===== src/rtl/rst_sequencer.sv =====
// rst_sequencer: board reset sequencer.
//   Holds all reset domains asserted for a power-on delay plus a minimum hold,
//   then releases them one at a time (domain 0 first), StageGap cycles apart.
//   A debounced active-low board button or a software request re-runs the
//   sequence. Software can read the cause of the last reset and a saturating
//   count of non-power-on sequences.
//
// Ports:
//   clk_sys_i     system clock (only clock)
//   rst_sys_i     asynchronous active-high reset
//   nrst_btn_i    raw active-low board button, asynchronous to clk_sys_i
//   sw_rst_req_i  synchronous software reset request
//   rst_n_o       staged active-low domain resets, registered
//   seq_busy_o    high while any rst_n_o bit is low, registered
//   rst_cause_o   last reset cause: bit0 POR, bit1 button, bit2 software
//   rst_count_o   saturating count of button/software reset sequences
module rst_sequencer #(
   parameter int unsigned NumDomains     = 3,
   parameter int unsigned PorDelay       = 5,
   parameter int unsigned HoldCycles     = 195,
   parameter int unsigned StageGap       = 16,
   parameter int unsigned DebounceCycles = 1000
) (
   input  logic                  clk_sys_i,
   input  logic                  rst_sys_i,
   input  logic                  nrst_btn_i,
   input  logic                  sw_rst_req_i,
   output logic [NumDomains-1:0] rst_n_o,
   output logic                  seq_busy_o,
   output logic [2:0]            rst_cause_o,
   output logic [7:0]            rst_count_o
);

   localparam logic [1:0] StPorWait = 2'd0;
   localparam logic [1:0] StAssert  = 2'd1;
   localparam logic [1:0] StRelease = 2'd2;
   localparam logic [1:0] StRun     = 2'd3;

   localparam logic [15:0] PorLast  = (PorDelay == 0) ? 16'd0 : 16'(PorDelay - 1);
   localparam logic [15:0] HoldLoad = 16'(HoldCycles);
   localparam logic [15:0] HoldLast = 16'(HoldCycles - 1);
   localparam logic [15:0] GapLast  = (StageGap == 0) ? 16'd0 : 16'(StageGap - 1);
   localparam logic [15:0] DebLast  = 16'(DebounceCycles - 1);

   // Button synchroniser and debounce filter
   logic [1:0]  btn_sync_q;
   logic        btn_f_q, btn_f_d;
   logic        btn_f_dly_q;
   logic [15:0] deb_cnt_q, deb_cnt_d;

   // Sequencer
   logic                  sw_req_q;
   logic [1:0]            state_q, state_d;
   logic [15:0]           cnt_q, cnt_d;
   logic [NumDomains-1:0] rst_n_q, rst_n_d;
   logic                  busy_q, busy_d;
   logic [2:0]            cause_q, cause_d;
   logic [7:0]            count_q, count_d;

   logic btn_fall, btn_trig, sw_trig;

   always_ff @(posedge clk_sys_i or posedge rst_sys_i) begin
      if (rst_sys_i) begin
         btn_sync_q  <= 2'b11;
         btn_f_q     <= 1'b1;
         btn_f_dly_q <= 1'b1;
         deb_cnt_q   <= '0;
      end else begin
         btn_sync_q  <= {btn_sync_q[0], nrst_btn_i};
         btn_f_q     <= btn_f_d;
         btn_f_dly_q <= btn_f_q;
         deb_cnt_q   <= deb_cnt_d;
      end
   end

   // Count consecutive samples that disagree with the filtered level; any
   // agreeing sample restarts the count.
   always_comb begin
      btn_f_d   = btn_f_q;
      deb_cnt_d = '0;
      if (btn_sync_q[1] != btn_f_q) begin
         if (deb_cnt_q == DebLast) begin
            btn_f_d   = btn_sync_q[1];
            deb_cnt_d = '0;
         end else begin
            deb_cnt_d = deb_cnt_q + 16'd1;
         end
      end
   end

   // Both triggers act one edge after they are observed: the button on the
   // registered falling edge of btn_f, software on its registered request.
   assign btn_fall = btn_f_dly_q & ~btn_f_q;
   assign btn_trig = btn_fall & ((state_q == StRelease) || (state_q == StRun));
   assign sw_trig  = sw_req_q & (state_q == StRun);

   always_comb begin
      state_d = state_q;
      cnt_d   = cnt_q;
      rst_n_d = rst_n_q;
      cause_d = cause_q;
      count_d = count_q;

      case (state_q)
         StPorWait: begin
            if (PorDelay == 0) begin
               // No delay phase: this edge already counts as the first hold cycle.
               state_d = StAssert;
               cnt_d   = HoldLast;
            end else if (cnt_q == PorLast) begin
               state_d = StAssert;
               cnt_d   = HoldLoad;
            end else begin
               cnt_d = cnt_q + 16'd1;
            end
         end
         StAssert: begin
            rst_n_d = '0;
            if (!btn_f_q) begin
               cnt_d = HoldLoad;
            end else if (cnt_q == 16'd0) begin
               if ((StageGap == 0) || (NumDomains == 1)) begin
                  rst_n_d = '1;
                  state_d = StRun;
               end else begin
                  rst_n_d[0] = 1'b1;
                  state_d    = StRelease;
                  cnt_d      = GapLast;
               end
            end else begin
               cnt_d = cnt_q - 16'd1;
            end
         end
         StRelease: begin
            if (cnt_q == 16'd0) begin
               // Released domains form a thermometer code from bit 0 upward.
               rst_n_d = rst_n_q | (rst_n_q << 1);
               if (&rst_n_d) begin
                  state_d = StRun;
               end else begin
                  cnt_d = GapLast;
               end
            end else begin
               cnt_d = cnt_q - 16'd1;
            end
         end
         StRun: begin
            rst_n_d = '1;
         end
         default: begin
            state_d = StPorWait;
            cnt_d   = '0;
            rst_n_d = '0;
         end
      endcase

      if (btn_trig || sw_trig) begin
         state_d = StAssert;
         rst_n_d = '0;
         cnt_d   = HoldLoad;
         cause_d = {sw_trig, btn_trig, 1'b0};
         if (count_q != 8'hFF) begin
            count_d = count_q + 8'd1;
         end
      end

      busy_d = ~&rst_n_d;
   end

   always_ff @(posedge clk_sys_i or posedge rst_sys_i) begin
      if (rst_sys_i) begin
         sw_req_q <= 1'b0;
         state_q  <= StPorWait;
         cnt_q    <= '0;
         rst_n_q  <= '0;
         busy_q   <= 1'b1;
         cause_q  <= 3'b001;
         count_q  <= '0;
      end else begin
         sw_req_q <= sw_rst_req_i;
         state_q  <= state_d;
         cnt_q    <= cnt_d;
         rst_n_q  <= rst_n_d;
         busy_q   <= busy_d;
         cause_q  <= cause_d;
         count_q  <= count_d;
      end
   end

   assign rst_n_o     = rst_n_q;
   assign seq_busy_o  = busy_q;
   assign rst_cause_o = cause_q;
   assign rst_count_o = count_q;

endmodule


===== config.mk =====
export PLATFORM = sky130hd
export DESIGN_NAME = rst_sequencer
export DESIGN_NICKNAME = d
export VERILOG_FILES = /design/src/rtl/rst_sequencer.sv
export SDC_FILE = /design/constraint.sdc
export NUM_CORES = 1
export LEC_CHECK = 0
export BUFFER_PORTS_ARGS = -buffer_cell sky130_fd_sc_hd__buf_2
export CORE_ASPECT_RATIO = 0.7
export CORE_MARGIN = 4
export CORE_UTILIZATION = 47
export DETAILED_ROUTE_END_ITERATION = 6
export GPL_ROUTABILITY_DRIVEN = 1
export GPL_TIMING_DRIVEN = 0
export PLACE_DENSITY = 0.62
export SETUP_SLACK_MARGIN = 0.5
export SYNTH_ARGS = -nofsm -noshare
export SYNTH_HDL_FRONTEND = slang
export SYNTH_SLANG_ARGS = --single-unit

===== constraint.sdc =====
create_clock -name clk_sys_i -period 2.7 [get_ports clk_sys_i]
set_input_delay 0.405 -clock clk_sys_i [delete_from_list [all_inputs] [get_ports clk_sys_i]]
set_output_delay 0.405 -clock clk_sys_i [all_outputs]
set_load 0.1 [all_outputs]

Word level (Yosys, flattened, before mapping)
Cells that the tools add are included.
{ "op_classes": {"n_mux": 21, "eq_ne": 13, "n_addsub": 4, "reduce_logical": 12, "bitwise_logic": 5} }
{ "ops": {"columns": ["op", "count"], "rows": [
  ["16-bit 2-to-1 mux", 8],
  ["16-bit one-hot mux with 3 select lines", 1],
  ["16-bit by 1-bit adder with 16-bit output, second input constant", 2],
  ["16-bit by 10-bit equality test with 1-bit output, second input constant", 1],
  ["16-bit by 3-bit equality test with 1-bit output, second input constant", 1],
  ["16-bit logical NOT", 1],
  ["16-bit by 1-bit subtractor with 16-bit output, second input constant", 1],
  ["2-bit 2-to-1 mux", 6],
  ["3-bit inequality test, second input constant", 3],
  ["3-bit one-hot mux with 3 select lines", 1],
  ["8-bit by 1-bit adder with 8-bit output, second input constant", 1],
  ["8-bit inequality test, second input constant", 1],
  ["3-bit 2-to-1 mux", 2],
  ["3-bit by 1-bit inequality test with 1-bit output, second input constant", 2],
  ["2-bit one-hot mux with 3 select lines", 1],
  ["2-bit AND reduction", 3],
  ["3-bit AND reduction", 2],
  ["6-bit AND reduction", 1],
  ["2-bit equality test, second input constant", 2],
  ["4-bit by 3-bit inequality test with 1-bit output, second input constant", 1],
  ["4-bit nonzero test", 1],
  ["1-bit AND", 3],
  ["3-bit bitwise OR", 1],
  ["2-bit by 1-bit equality test with 1-bit output, second input constant", 1],
  ["other kinds (6)", 8]
]} }
{ "totals": {"in_bits": 4, "elab_cells": 66, "out_inout_bits": 15, "ff_bits": 54} }

Logic depth before layout (Yosys ltp)
Gate-level depths: netlist of run 1.
{ "logic_depth": {"word_depth": 7, "ltp_mapped": 9, "mapped_depth_nobuf": 7} }

Worst setup path before layout of run 1
Ideal clock, no wire load.
{ "synth_path": {"path_type": "reg-to-reg", "start": "reg count_q[0] (netlist: rst_count_o[0])", "end": "reg count_q[5] (netlist: rst_count_o[5])", "path_stages_with_launch": 7, "required_time_ns": 2.542, "path_slack_ns": 0.424, "path_buffers": 0, "period_less_slack_ns": 2.276, "setup_time_ns": 0.158, "t_arrival_ns": 2.118, "path_cell_list": "dfrtp_1 ha_1 and3_1 and3_1 nor3_1 nand3_1 xnor2_1"} }
{ "synth_between": {"elab_chain_cells": 2, "word_cells_on_any_way": 3, "cone_classes": "1 x add/sub; 1 x eq/ne; 1 x reduce/logical"} }
{ "synth_rtl": {"columns": ["element", "line_no", "source"], "rows": [
  ["start, declared", "58", "logic [7:0] count_q, count_d;"],
  ["start signal, assigned", "186", "count_q <= count_d;"],
  ["parallel branches: the longest is 2 deep, another holds 8-bit by 1-bit adder with 8-bit output", null, null]
]} }
Parallel ways; which one is timed is not known.
A chain may end at the register's enable or synchronous reset.

Worst setup path in the final report of run 1
{ "layout_path": {"start": "reg state_q[0]", "end": "reg cnt_q[12]"} }
{ "layout_between": {"elab_chain_cells": 6, "word_cells_on_any_way": 13, "cone_classes": "4 x eq/ne; 2 x mux; 2 x bitwise; 5 x reduce/logical"} }
{ "layout_rtl": {"columns": ["element", "line_no", "source"], "rows": [
  ["start, declared", "53", "logic [1:0] state_q, state_d;"],
  ["start signal, assigned", "173", "state_q <= StPorWait;"],
  ["start signal, assigned", "181", "state_q <= state_d;"],
  ["2-bit equality test, on equally long branches", "94, 104, 95", null],
  ["1-bit logical OR", "94", "assign btn_trig = btn_fall & ((state_q == StRelease) || (state_q == StRun));"],
  ["1-bit AND", "94", null],
  ["1-bit logical OR", "157", "if (btn_trig || sw_trig) begin"],
  ["4-bit by 3-bit inequality test with 1-bit output (no line) / 4-bit nonzero test (equally long branches)", null, null],
  ["2-bit AND reduction (no line)", null, null],
  ["end signal, assigned", "182", "cnt_q <= cnt_d;"],
  ["end, declared", "54", "logic [15:0] cnt_q, cnt_d;"]
]} }
Several ways; a longest one is shown, not always the timed one.

==> impl_metrics.py, run 1 <==
metrics = {
    "route": {
        "drtPass1Iterations": 5,
        "route.vias.total": 3025,
        "detail_route.drc_violations": 0,
        "via_per_inst": 6.06,
        "wl_mm": 8.74,
        "dr.first_iter.drc_count": 241,
        "route.detailed.wl_per_inst_um": 17.5,
        "antenna_left": 0,
    },
    "clock_network": {
        "clock-sinks": 54,
        "clkTransAtPathRegs_ps": 100,
        "cts.root.buffer_cell": "sky130_fd_sc_hd__clkbuf_8",
        "insertion_delay_ps": 310,
        "cts_inserted_buffers": 5,
        "cts_max_path_buffers": 2,
        "tritoncts": "done",
        "clock_tree.htree_level_count": 2,
    },
    "pwr": {
        "net-switching-power_w": 0.000314,
        "peakVddDrop_mv": 0.216,
        "clock_power_share": 0.400,
        "p_leak_nw": 1.72,
        "power-per-cell-area_nw_per_um2": 356,
        "p_seq_frac": 0.577,
        "internal_power_consumption_w": 0.00111,
        "power_switching_share": 0.221,
        "pwr-share-comb": 0.023,
    },
    "die": {
        "die_x_um": 109,
        "boundaryPins": 19,
        "die_y_um": 78.6,
        "die_area_sq_um": 8550,
        "core_area_sq_um": 6820,
        "placementRows": 25,
        "floorplan.initialDensity": 0.490,
    },
    "synthesis": {
        "synth_area_sq_um": 3340,
        "yosysUniqueCellTypes": 68,
        "syn_nets": 373,
        "synthDominantAreaCellType": "sky130_fd_sc_hd__dfrtp_1",
        "synth.yosys.seq_area_share": 0.406,
        "async_flop_share": 1.00,
        "synthesis.area_per_instance_sq_um": 9.29,
        "synthCells": 360,
        "postSynth.topFlopCell": "sky130_fd_sc_hd__dfrtp_1",
        "synth-edff-count": 0,
        "synth_seq_cells": 54,
        "yosysWarnings": 0,
        "synth_top_cells_by_area": "sky130_fd_sc_hd__dfrtp_1 (36%), sky130_fd_sc_hd__dfstp_2 (4.7%), sky130_fd_sc_hd__xor2_1 (4.7%)",
        "post-synth-top-area-fraction": 0.359,
    },
    "timing": {
        "rsz_0062_raised_after_global_routing": "yes",
        "finalWorstPathRequiredPeriod_ps": 2270,
        "slew_viols_final": 0,
        "finalSetupViolCount": 0,
        "fmax_mhz": 440,
        "final.setup_skew_ps": 8.66,
        "finalSetupTns_ps": 0,
        "max_slew_margin": 0.583,
        "hold_vio_cnt_final": 0,
        "tightest_slew_ps": 619,
        "portion_of_the_clock_cycle_consumed_by_the_worst_path_in_the_final_layout": 0.842,
    },
    "critical_path": {
        "arrival_ps": 2480,
        "critPathSlowestCell": "sky130_fd_sc_hd__o21ai_2",
        "cp_max_fo": 9,
        "cp_data_required_time_ps": 2900,
        "timing.critical_path.cells": "buf_4 > ha_1 > and2_1 > o21ai_2 > nor2_1 > a221o_1 > a32o_1",
        "crit_path_start": "state_q[0]",
        "reg2reg_setup_slack_ps": 430,
        "regToRegEndpoint": "cnt_q[12]",
        "setup.worst_path.start_class": "flip-flop",
        "regToRegStartpoint": "state_q[0]",
        "critPathCaptureType": "flip-flop",
        "critical_path_class": "reg -> reg",
        "timing.reg2reg.worst_path_depth": 7,
        "worstSetupEndpoint": "cnt_q[12]",
        "max_stage_delay_ps": 470,
    },
    "global_routing": {
        "global_route_wire_length_before_repair_mm": 14.5,
        "grt-ovfl-total": 0,
        "antenna_violations_before_repair": 0,
        "grt_start_max_net_pins": 34,
        "first_global_vias": 2849,
        "grtUsageTotal": 0.215,
    },
    "placement": {
        "place.detailed.hpwl_mm": 6.00,
        "gpl_congestion": 0.903,
        "numPortBuffers": 18,
        "post-place-cells": 473,
    },
    "finish": {
        "final_net_count": 417,
        "syn_to_final_growth_pct": 19.2,
        "drive_above_1_share": 0.259,
        "instances_no_fill": 499,
        "filler_cell_count": 630,
        "n_antenna_cell": 0,
        "final-seq-area_sq_um": 1360,
        "multiInputGateArea_sq_um": 1960,
    },
    "outcome": {
        "outcome": "completed",
    },
    "worst_hold_path": {
        "min-delay-path-class": "in -> async",
    },
    "flow_run": {
        "drv_cap": 0,
    },
}
-- critical path: cells and delay by family (launching register included) --
kind | cells | cell delay (ps)
buffers and inverters | 1 | 150
AO/OA/AOI/OAI | 3 | 1080
adder cells (fa/ha/maj) | 1 | 240
AND/OR/NAND/NOR | 2 | 300
flip-flops | 1 | 400
-- state kept, by name (all words and copies together), names as in the netlist --
signal	flops
seq_busy_o	1
sw_req_q	1
deb_cnt_q	16
btn_sync_q	2
btn_f_dly_q	1
rst_count_o	8
rst_cause_o	3
cnt_q	16
btn_f_q	1
state_q	2
rst_n_o	3
-- logic make-up after synthesis --
logic type / count (synthesis) / share of synthesized area
fa+ha+maj: 9 / 0.0337
buf+inv: 36 / 0.0486
xor+xnor: 25 / 0.0655
compound gates: 88 / 0.191
simple gates: 144 / 0.242
mux: 4 / 0.0127
flops: 54 / 0.406
-- placed cells by master (no fill, tap or decap), types with 7 or more instances in the layout --
cell / count
sky130_fd_sc_hd__dfrtp_1: 44
sky130_fd_sc_hd__nor2_1: 31
sky130_fd_sc_hd__nand2_1: 27
sky130_fd_sc_hd__buf_2: 26
sky130_fd_sc_hd__buf_4: 21
sky130_fd_sc_hd__nand3_1: 19
sky130_fd_sc_hd__xor2_1: 18
sky130_fd_sc_hd__a21oi_1: 17
sky130_fd_sc_hd__o21ai_0: 14
sky130_fd_sc_hd__nand4_1: 13
sky130_fd_sc_hd__inv_1: 13
sky130_fd_sc_hd__ha_1: 8
sky130_fd_sc_hd__and3_1: 7
sky130_fd_sc_hd__xnor2_1: 7
-- synthesized netlist by cell type, types with 3 or more instances --
cell type and n:
sky130_fd_sc_hd__a21oi_1 19, sky130_fd_sc_hd__a22o_1 3, sky130_fd_sc_hd__a31oi_1 4, sky130_fd_sc_hd__and2_1 4
sky130_fd_sc_hd__and3_1 7, sky130_fd_sc_hd__and4_1 6, sky130_fd_sc_hd__buf_2 10, sky130_fd_sc_hd__clkbuf_1 9
sky130_fd_sc_hd__dfrtp_1 48, sky130_fd_sc_hd__dfstp_2 6, sky130_fd_sc_hd__ha_1 9, sky130_fd_sc_hd__inv_1 14
sky130_fd_sc_hd__nand2_1 27, sky130_fd_sc_hd__nand2b_1 4, sky130_fd_sc_hd__nand3_1 19, sky130_fd_sc_hd__nand4_1 13
sky130_fd_sc_hd__nor2_1 31, sky130_fd_sc_hd__nor3_1 7, sky130_fd_sc_hd__nor4_1 7, sky130_fd_sc_hd__o211ai_1 3
sky130_fd_sc_hd__o21ai_0 16, sky130_fd_sc_hd__o32a_1 4, sky130_fd_sc_hd__o32ai_1 4, sky130_fd_sc_hd__xnor2_1 7
sky130_fd_sc_hd__xor2_1 18
-- final cells by class --
cell class                      instances  share of cell area
Timing Repair Buffer                   37              0.0615
Sequential cell                        54               0.342
Multi-Input combinational cell        270               0.491
Buffer                                 22              0.0333
Tap cell                               94              0.0295
Inverter                               14              0.0132
Clock inverter                          3              0.0119
Clock buffer                            5              0.0173
-- repair_timing --
action	in CTS	in global routing
buffers inserted	13	5
hold buffers	0	0
pin swaps	3	4
setup endpoints to repair	25	22
gates resized for setup	22	20
-- metal layers --
| layer | up-vias | GRT usage | part of all wire |
|---|---|---|---|
| met5 | - | 0 | 0 |
| met1 | 1452 | 0.324 | 0.49 |
| li1 | 1438 | - | - |
| met3 | 12 | 0.0633 | 0.090 |
| met4 | 0 | 0.0593 | 0.013 |
| met2 | 123 | 0.295 | 0.41 |
-- power groups by stage --
stage / Combinational, W / Sequential (W) / Clock (W)
2_1_floorplan: 0.0000201 / 0.000834 / 0
3_3_place_gp: 0.0000292 / 0.000835 / 0
3_5_place_dp: 0.0000336 / 0.000835 / 0
4_1_cts: 0.0000337 / 0.000820 / 0.000586
5_1_grt: 0.0000377 / 0.000821 / 0.000618
6_report: 0.0000320 / 0.000820 / 0.000569
-- how the worst min path moves through the flow --
| stage | from | slack [ps] | end |
|---|---|---|---|
| floorplan | btn_sync_q[0] | 350 | btn_sync_q[1] |
| global placement | btn_sync_q[0] | 350 | btn_sync_q[1] |
| detailed placement | btn_sync_q[0] | 360 | btn_sync_q[1] |
| CTS | rst_sys_i | 100 | rst_count_o[5] |
| global route | rst_sys_i | 140 | rst_count_o[4] |
| finish | rst_sys_i | 90 | state_q[1] |
-- metrics by stage --
stage / util / hold WS (ps) / area, sq um / total power, W / worst slack [ps]
4_1_cts: 0.570 / 101 / 3880 / 0.00144 / 433
6_report: 0.585 / 94.9 / 3990 / 0.00142 / 425
3_3_place_gp: 0.521 / 347 / 3550 / 0.000864 / 67.9
3_5_place_dp: 0.524 / 360 / 3570 / 0.000869 / 47.3
5_1_grt: 0.585 / 137 / 3990 / 0.00148 / 359
2_1_floorplan: - / 345 / 3350 / 0.000854 / 553
Note: power is estimated with default switching activity, not from simulation.
==> inputs of run 2 (changes only) <==
==> constraint.sdc (replaced) <==
create_clock -name clk_sys_i -period 2.1 [get_ports clk_sys_i]
set_input_delay 0.315 -clock clk_sys_i [delete_from_list [all_inputs] [get_ports clk_sys_i]]
set_output_delay 0.315 -clock clk_sys_i [all_outputs]
set_load 0.1 [all_outputs]
==> impl_metrics.py, run 2 (synthesized netlist as in run 1, its figures left out) <==
metrics = {
    "outcome": {
        "outcome": "finished, violations left",
        "failed_checks": "setup timing",
    },
    "clock_network": {
        "cts_inserted_buffers": 5,
        "clock_tree.htree_level_count": 2,
        "cts_max_path_buffers": 2,
        "clock-sinks": 54,
        "tritoncts": "done",
        "cts.root.buffer_cell": "sky130_fd_sc_hd__clkbuf_8",
        "cts_hold_buf": 0,
        "insertion_delay_ps": 320,
        "clkTransAtPathRegs_ps": 100,
    },
    "critical_path": {
        "critical_path_buf_inv_count": 3,
        "cp_max_fo": 7,
        "critPathSlowestCell": "sky130_fd_sc_hd__nor4_4",
        "timing.reg2reg.worst_path_depth": 8,
        "cp_data_required_time_ps": 2300,
        "regToRegEndpoint": "cnt_q[7]",
        "max_stage_delay_ps": 420,
        "crit_family": "simple AND/OR/NAND/NOR gates",
        "setup.worst_path.start_class": "flip-flop",
        "timing.critical_path.cells": "buf_6 > nor4_4 > buf_4 > and4_4 > buf_6 > a21o_1 > a21oi_2 > o32a_1",
        "arrival_ps": 2320,
        "regToRegStartpoint": "cnt_q[12]",
        "cpMostUsedCell": "sky130_fd_sc_hd__buf_6",
        "reg2reg_setup_slack_ps": -20,
        "critical_path_class": "reg -> reg",
        "critPathCaptureType": "flip-flop",
    },
    "global_routing": {
        "global_route_wire_length_before_repair_mm": 16.2,
        "grt_start_max_net_pins": 55,
        "first_global_vias": 3199,
        "grtUsageTotal": 0.241,
        "grt-ovfl-total": 0,
        "antenna_violations_before_repair": 1,
    },
    "route": {
        "antenna_left": 0,
        "via_per_inst": 6.17,
        "dr.first_iter.drc_count": 356,
        "route.detailed.wl_per_inst_um": 19.2,
        "drtPass1Iterations": 5,
        "route.vias.total": 3369,
        "wl_mm": 10.5,
        "detail_route.drc_violations": 0,
    },
    "placement": {
        "post-place-cells": 472,
        "gpl_congestion": 0.922,
        "numPortBuffers": 18,
        "place.detailed.hpwl_mm": 5.98,
    },
    "pwr": {
        "net-switching-power_w": 0.000407,
        "p_seq_frac": 0.604,
        "power_switching_share": 0.233,
        "peakVddDrop_mv": 0.410,
        "pwr-share-comb": 0.027,
        "power-per-cell-area_nw_per_um2": 354,
        "p_leak_nw": 2.04,
        "internal_power_consumption_w": 0.00134,
        "clock_power_share": 0.369,
    },
    "timing": {
        "setup_slack_ps": -20.8,
        "rsz_0062_raised_after_global_routing": "yes",
        "final.setup_skew_ps": 15.8,
        "finalSetupTns_ps": -20.8,
        "portion_of_the_clock_cycle_consumed_by_the_worst_path_in_the_final_layout": 1.01,
        "hold_vio_cnt_final": 0,
        "slew_viols_final": 0,
        "tightest_slew_ps": 1130,
        "finalSetupViolCount": 1,
        "finalWorstPathRequiredPeriod_ps": 2120,
        "fmax_mhz": 472,
        "max_slew_margin": 0.242,
        "fin_worst_hold_slack_ps": 94.3,
    },
    "finish": {
        "final_net_count": 464,
        "mostFrequentLayoutCells": "sky130_fd_sc_hd__buf_4 (50), sky130_fd_sc_hd__dfrtp_1 (30), sky130_fd_sc_hd__nor2_1 (28), sky130_fd_sc_hd__buf_6 (21), sky130_fd_sc_hd__nand2_1 (20)",
        "layout.cells.most_common": "sky130_fd_sc_hd__buf_4",
        "instances_no_fill": 546,
        "syn_to_final_growth_pct": 47.4,
        "n_antenna_cell": 0,
        "drive_above_1_share": 0.498,
    },
    "worst_hold_path": {
        "timing.hold.worst_path_depth": 1,
        "holdPathEnd": "btn_sync_q[0]",
        "min-delay-path-class": "in -> reg",
        "worstHoldStart": "nrst_btn_i",
    },
    "die": {
        "floorplan.initialDensity": 0.490,
        "core_area_sq_um": 6820,
        "die_y_um": 78.6,
        "boundaryPins": 19,
        "die_x_um": 109,
        "placementRows": 25,
        "die_area_sq_um": 8550,
    },
    "flow_run": {
        "drv_cap": 0,
    },
}
==> run 2: cell count changes in the layout (fill, tap and decap cells not counted), moves of 6 or more <==
| cell | previous run | this run |
|---|---|---|
| sky130_fd_sc_hd__ha_1 | 8 | 2 |
| sky130_fd_sc_hd__o21ai_0 | 14 | 7 |
| sky130_fd_sc_hd__dfrtp_1 | 44 | 30 |
| sky130_fd_sc_hd__a21oi_1 | 17 | 10 |
| sky130_fd_sc_hd__dfrtp_2 | 4 | 18 |
| sky130_fd_sc_hd__ha_4 | 0 | 6 |
| sky130_fd_sc_hd__buf_2 | 26 | 19 |
| sky130_fd_sc_hd__a21oi_2 | 1 | 7 |
| sky130_fd_sc_hd__nand2_1 | 27 | 20 |
| sky130_fd_sc_hd__buf_6 | 3 | 21 |
| sky130_fd_sc_hd__buf_4 | 21 | 50 |
==> run 2: worst max-delay path by stage <==
stage / startpoint / end / slack [ps] / cells past startpoint
finish: cnt_q[12] / cnt_q[7] / -20 / 8
global route: cnt_q[4] / state_q[0] / -70 / 7
CTS: cnt_q[1] / cnt_q[6] / 90 / 7
detailed placement: cnt_q[11] / cnt_q[6] / -220 / 6
global placement: cnt_q[11] / cnt_q[6] / -270 / 6
floorplan: cnt_q[11] / cnt_q[12] / 170 / 5
==> run 2: cell type report <==
class                   count  area (sq um)
fillers                   496          1890
well taps                  94           118
repair buffers             83           699
inverters                  14          61.3
clock inverters             2          16.3
clock buffers               6          82.6
multi-input cells         271          2350
plain buffers              22           223
flip-flops and latches     54          1380
==> run 2: timing repair <==
action | CTS | global route
resized for setup | 62 | 61
buffers inserted | 44 | 19
pin swaps | 21 | 29
cloned | 0 | 3
setup endpoints to repair | 41 | 44
==> run 2: metal layers <==
layer,part of all wire,up-vias,GRT usage,wire length (um)
met5,0.00067,-,0,7
met4,0.020,2,0.0706,208
met1,0.44,1619,0.347,4560
met3,0.093,33,0.0518,977
met2,0.45,187,0.364,4720
li1,-,1528,-,-
==> run 2: worst register-to-register path: cells and delay by family, from the launching register on <==
kind | cells | cell delay [ps]
flip-flops | 1 | 390
buffers and inverters | 3 | 480
AO/OA/AOI/OAI | 3 | 500
AND/OR/NAND/NOR | 2 | 630
==> run 2: through the flow <==
step	cell area [sq um]	worst slack (ps)	utilization	total power, W
2_1_floorplan	3550	171	-	0.00110
3_3_place_gp	3760	-273	0.552	0.00111
3_5_place_dp	3760	-220	0.552	0.00111
4_1_cts	4480	86.3	0.657	0.00175
5_1_grt	4930	-65.5	0.723	0.00181
6_report	4930	-20.8	0.723	0.00174
==> run 2: power groups by stage <==
| stage | registers (W) | logic (W) | clock network (W) |
|---|---|---|---|
| CTS | 0.00105 | 0.0000390 | 0.000661 |
| finish | 0.00105 | 0.0000469 | 0.000643 |
| floorplan | 0.00107 | 0.0000262 | 0 |
| global placement | 0.00107 | 0.0000377 | 0 |
| global route | 0.00105 | 0.0000556 | 0.000699 |
| detailed placement | 0.00107 | 0.0000382 | 0 |
==> inputs of run 3 (changes only) <==
--- a/config.mk
+++ b/config.mk
@@ -7,12 +7,12 @@
 export LEC_CHECK = 0
 export BUFFER_PORTS_ARGS = -buffer_cell sky130_fd_sc_hd__buf_2
 export CORE_ASPECT_RATIO = 0.7
-export CORE_MARGIN = 4
+export CORE_MARGIN = 1.5
 export CORE_UTILIZATION = 47
 export DETAILED_ROUTE_END_ITERATION = 6
 export GPL_ROUTABILITY_DRIVEN = 1
 export GPL_TIMING_DRIVEN = 0
-export PLACE_DENSITY = 0.62
+export PLACE_DENSITY = 0.61
 export SETUP_SLACK_MARGIN = 0.5
 export SYNTH_ARGS = -nofsm -noshare
 export SYNTH_HDL_FRONTEND = slang
==> impl_metrics.py, run 3 (synthesized netlist as in run 1, its figures left out) <==
metrics = {
    "outcome": {
        "outcome": "completed",
    },
    "clock_network": {
        "tritoncts": "done",
        "cts_inserted_buffers": 5,
        "clock-sinks": 54,
        "clock_tree.htree_level_count": 2,
        "cts_hold_buf": 0,
        "cts.root.buffer_cell": "sky130_fd_sc_hd__clkbuf_8",
        "clkTransAtPathRegs_ps": 110,
        "cts_max_path_buffers": 2,
        "insertion_delay_ps": 320,
    },
    "pwr": {
        "p_leak_nw": 2.02,
        "totalPowerFinal_w": 0.00175,
        "peakVddDrop_mv": 0.372,
        "power-per-cell-area_nw_per_um2": 360,
    },
    "finish": {
        "final_net_count": 460,
        "stdcell_area_sq_um": 4880,
        "drive_above_1_share": 0.478,
        "instances_no_fill": 542,
        "n_antenna_cell": 0,
        "mostFrequentLayoutCells": "sky130_fd_sc_hd__buf_4 (45), sky130_fd_sc_hd__dfrtp_1 (31), sky130_fd_sc_hd__nor2_1 (26), sky130_fd_sc_hd__buf_6 (22)",
        "syn_to_final_growth_pct": 45.8,
        "layout.cells.most_common": "sky130_fd_sc_hd__buf_4",
    },
    "route": {
        "route.detailed.wl_per_inst_um": 19.8,
        "dr.first_iter.drc_count": 294,
        "via_per_inst": 6.37,
        "wl_mm": 10.7,
        "antenna_left": 0,
        "route.vias.total": 3455,
        "drtPass1Iterations": 5,
        "detail_route.drc_violations": 0,
    },
    "die": {
        "die_x_um": 104,
        "placementRows": 25,
        "core_area_sq_um": 6820,
        "die_area_sq_um": 7640,
        "floorplan.initialDensity": 0.490,
        "boundaryPins": 19,
        "die_y_um": 73.6,
    },
    "global_routing": {
        "antenna_violations_before_repair": 0,
        "grt-ovfl-total": 0,
        "global_route_wire_length_before_repair_mm": 15.8,
        "first_global_vias": 3043,
        "grtUsageTotal": 0.265,
        "grt_start_max_net_pins": 55,
    },
    "worst_hold_path": {
        "min-delay-path-class": "in -> reg",
    },
    "timing": {
        "fmax_mhz": 478,
        "rsz_0062_raised_after_global_routing": "yes",
        "finalWorstPathRequiredPeriod_ps": 2090,
        "finalSetupViolCount": 0,
        "slew_viols_final": 0,
        "hold_vio_cnt_final": 0,
        "max_slew_margin": 0.229,
        "portion_of_the_clock_cycle_consumed_by_the_worst_path_in_the_final_layout": 0.996,
        "tightest_slew_ps": 1150,
        "fin_worst_hold_slack_ps": 80.9,
        "final.setup_skew_ps": 6.15,
        "setup_slack_ps": 8.96,
    },
    "flow_run": {
        "drv_cap": 0,
    },
    "placement": {
        "place.detailed.hpwl_mm": 5.90,
        "post-place-cells": 472,
        "numPortBuffers": 18,
        "place_ws_ps": -182,
        "gpl_congestion": 0.918,
        "placedInstanceArea_sq_um": 3760,
    },
    "critical_path": {
        "critical_path_class": "reg -> reg",
        "arrival_ps": 2300,
        "setup.worst_path.start_class": "flip-flop",
        "critPathCaptureType": "flip-flop",
        "cp_max_fo": 7,
        "reg2reg_setup_slack_ps": 9,
        "cp_data_required_time_ps": 2310,
    },
}
[run 3: cell count changes in the layout (fill, tap and decap cells not counted), moves of 2 or more]
cell | previous run | this run
sky130_fd_sc_hd__a21oi_1 | 10 | 13
sky130_fd_sc_hd__a21oi_2 | 7 | 4
sky130_fd_sc_hd__a31oi_4 | 0 | 2
sky130_fd_sc_hd__buf_2 | 19 | 21
sky130_fd_sc_hd__buf_4 | 50 | 45
sky130_fd_sc_hd__buf_8 | 3 | 1
sky130_fd_sc_hd__clkinv_4 | 0 | 2
sky130_fd_sc_hd__nand3_1 | 16 | 19
sky130_fd_sc_hd__nand3_2 | 3 | 0
sky130_fd_sc_hd__nor2_1 | 28 | 26
sky130_fd_sc_hd__nor2_2 | 1 | 3
sky130_fd_sc_hd__nor4_1 | 2 | 5
sky130_fd_sc_hd__nor4_2 | 3 | 0
[run 3: layout make-up]
type                            instances  area, sq um
Clock inverter                          2         17.5
Fill cell                             494         1940
Buffer                                 22          230
Inverter                               14         61.3
Tap cell                               94          118
Clock buffer                            6         82.6
Timing Repair Buffer                   79          644
Sequential cell                        54         1380
Multi-Input combinational cell        271         2340
[run 3: worst paths after layout]
kind	to	startpoint	cells after the start
worst min-delay path	btn_sync_q[0]	nrst_btn_i	1
worst max-delay path	state_q[0]	cnt_q[6]	7
min in group asynchronous	rst_count_o[1]	rst_sys_i	2
max in group asynchronous	rst_n_o[1]	rst_sys_i	2
worst max register to register	state_q[0]	cnt_q[6]	7
worst min register to register	btn_sync_q[1]	btn_sync_q[0]	0
[run 3: routing by layer]
metal  routed length [um]  global-route usage  vias up  share of wire
met5                    0                   0        -              0
met4                  357               0.114        0          0.033
met3                  979              0.0630       42          0.091
met2                 4770               0.408      201           0.44
li1                     -                   -     1518              -
met1                 4640               0.363     1694           0.43
[run 3: report_power, final]
group / internal, W / switching, W / total (W)
combinational: 0.0000121 / 0.0000308 / 0.0000429
sequential: 0.00105 / 0.00000554 / 0.00105
clock: 0.000273 / 0.000384 / 0.000657
[run 3: stage by stage]
stage / setup TNS, ps / util
floorplan: 0 / -
global placement: -1260 / 0.552
detailed placement: -1190 / 0.552
CTS: 0 / 0.665
global route: -1120 / 0.715
finish: 0 / 0.715
[run 3: worst max-delay path, stage by stage (launching register included)]
cell	delay, ps
sky130_fd_sc_hd__dfrtp_1	420
sky130_fd_sc_hd__buf_6	140
sky130_fd_sc_hd__nor4_4	420
sky130_fd_sc_hd__buf_6	200
sky130_fd_sc_hd__nand4_4	200
sky130_fd_sc_hd__o21ai_1	290
sky130_fd_sc_hd__a31oi_1	160
sky130_fd_sc_hd__mux2i_1	150
[run 3: what timing repair did]
action / in CTS / in global routing
endpoints found under the setup margin: 41 / 44
pin swaps: 28 / 20
gates cloned: 1 / 2
endpoints found under the hold margin: 0 / 0
gates resized for setup: 81 / 32
setup buffers: 36 / 23
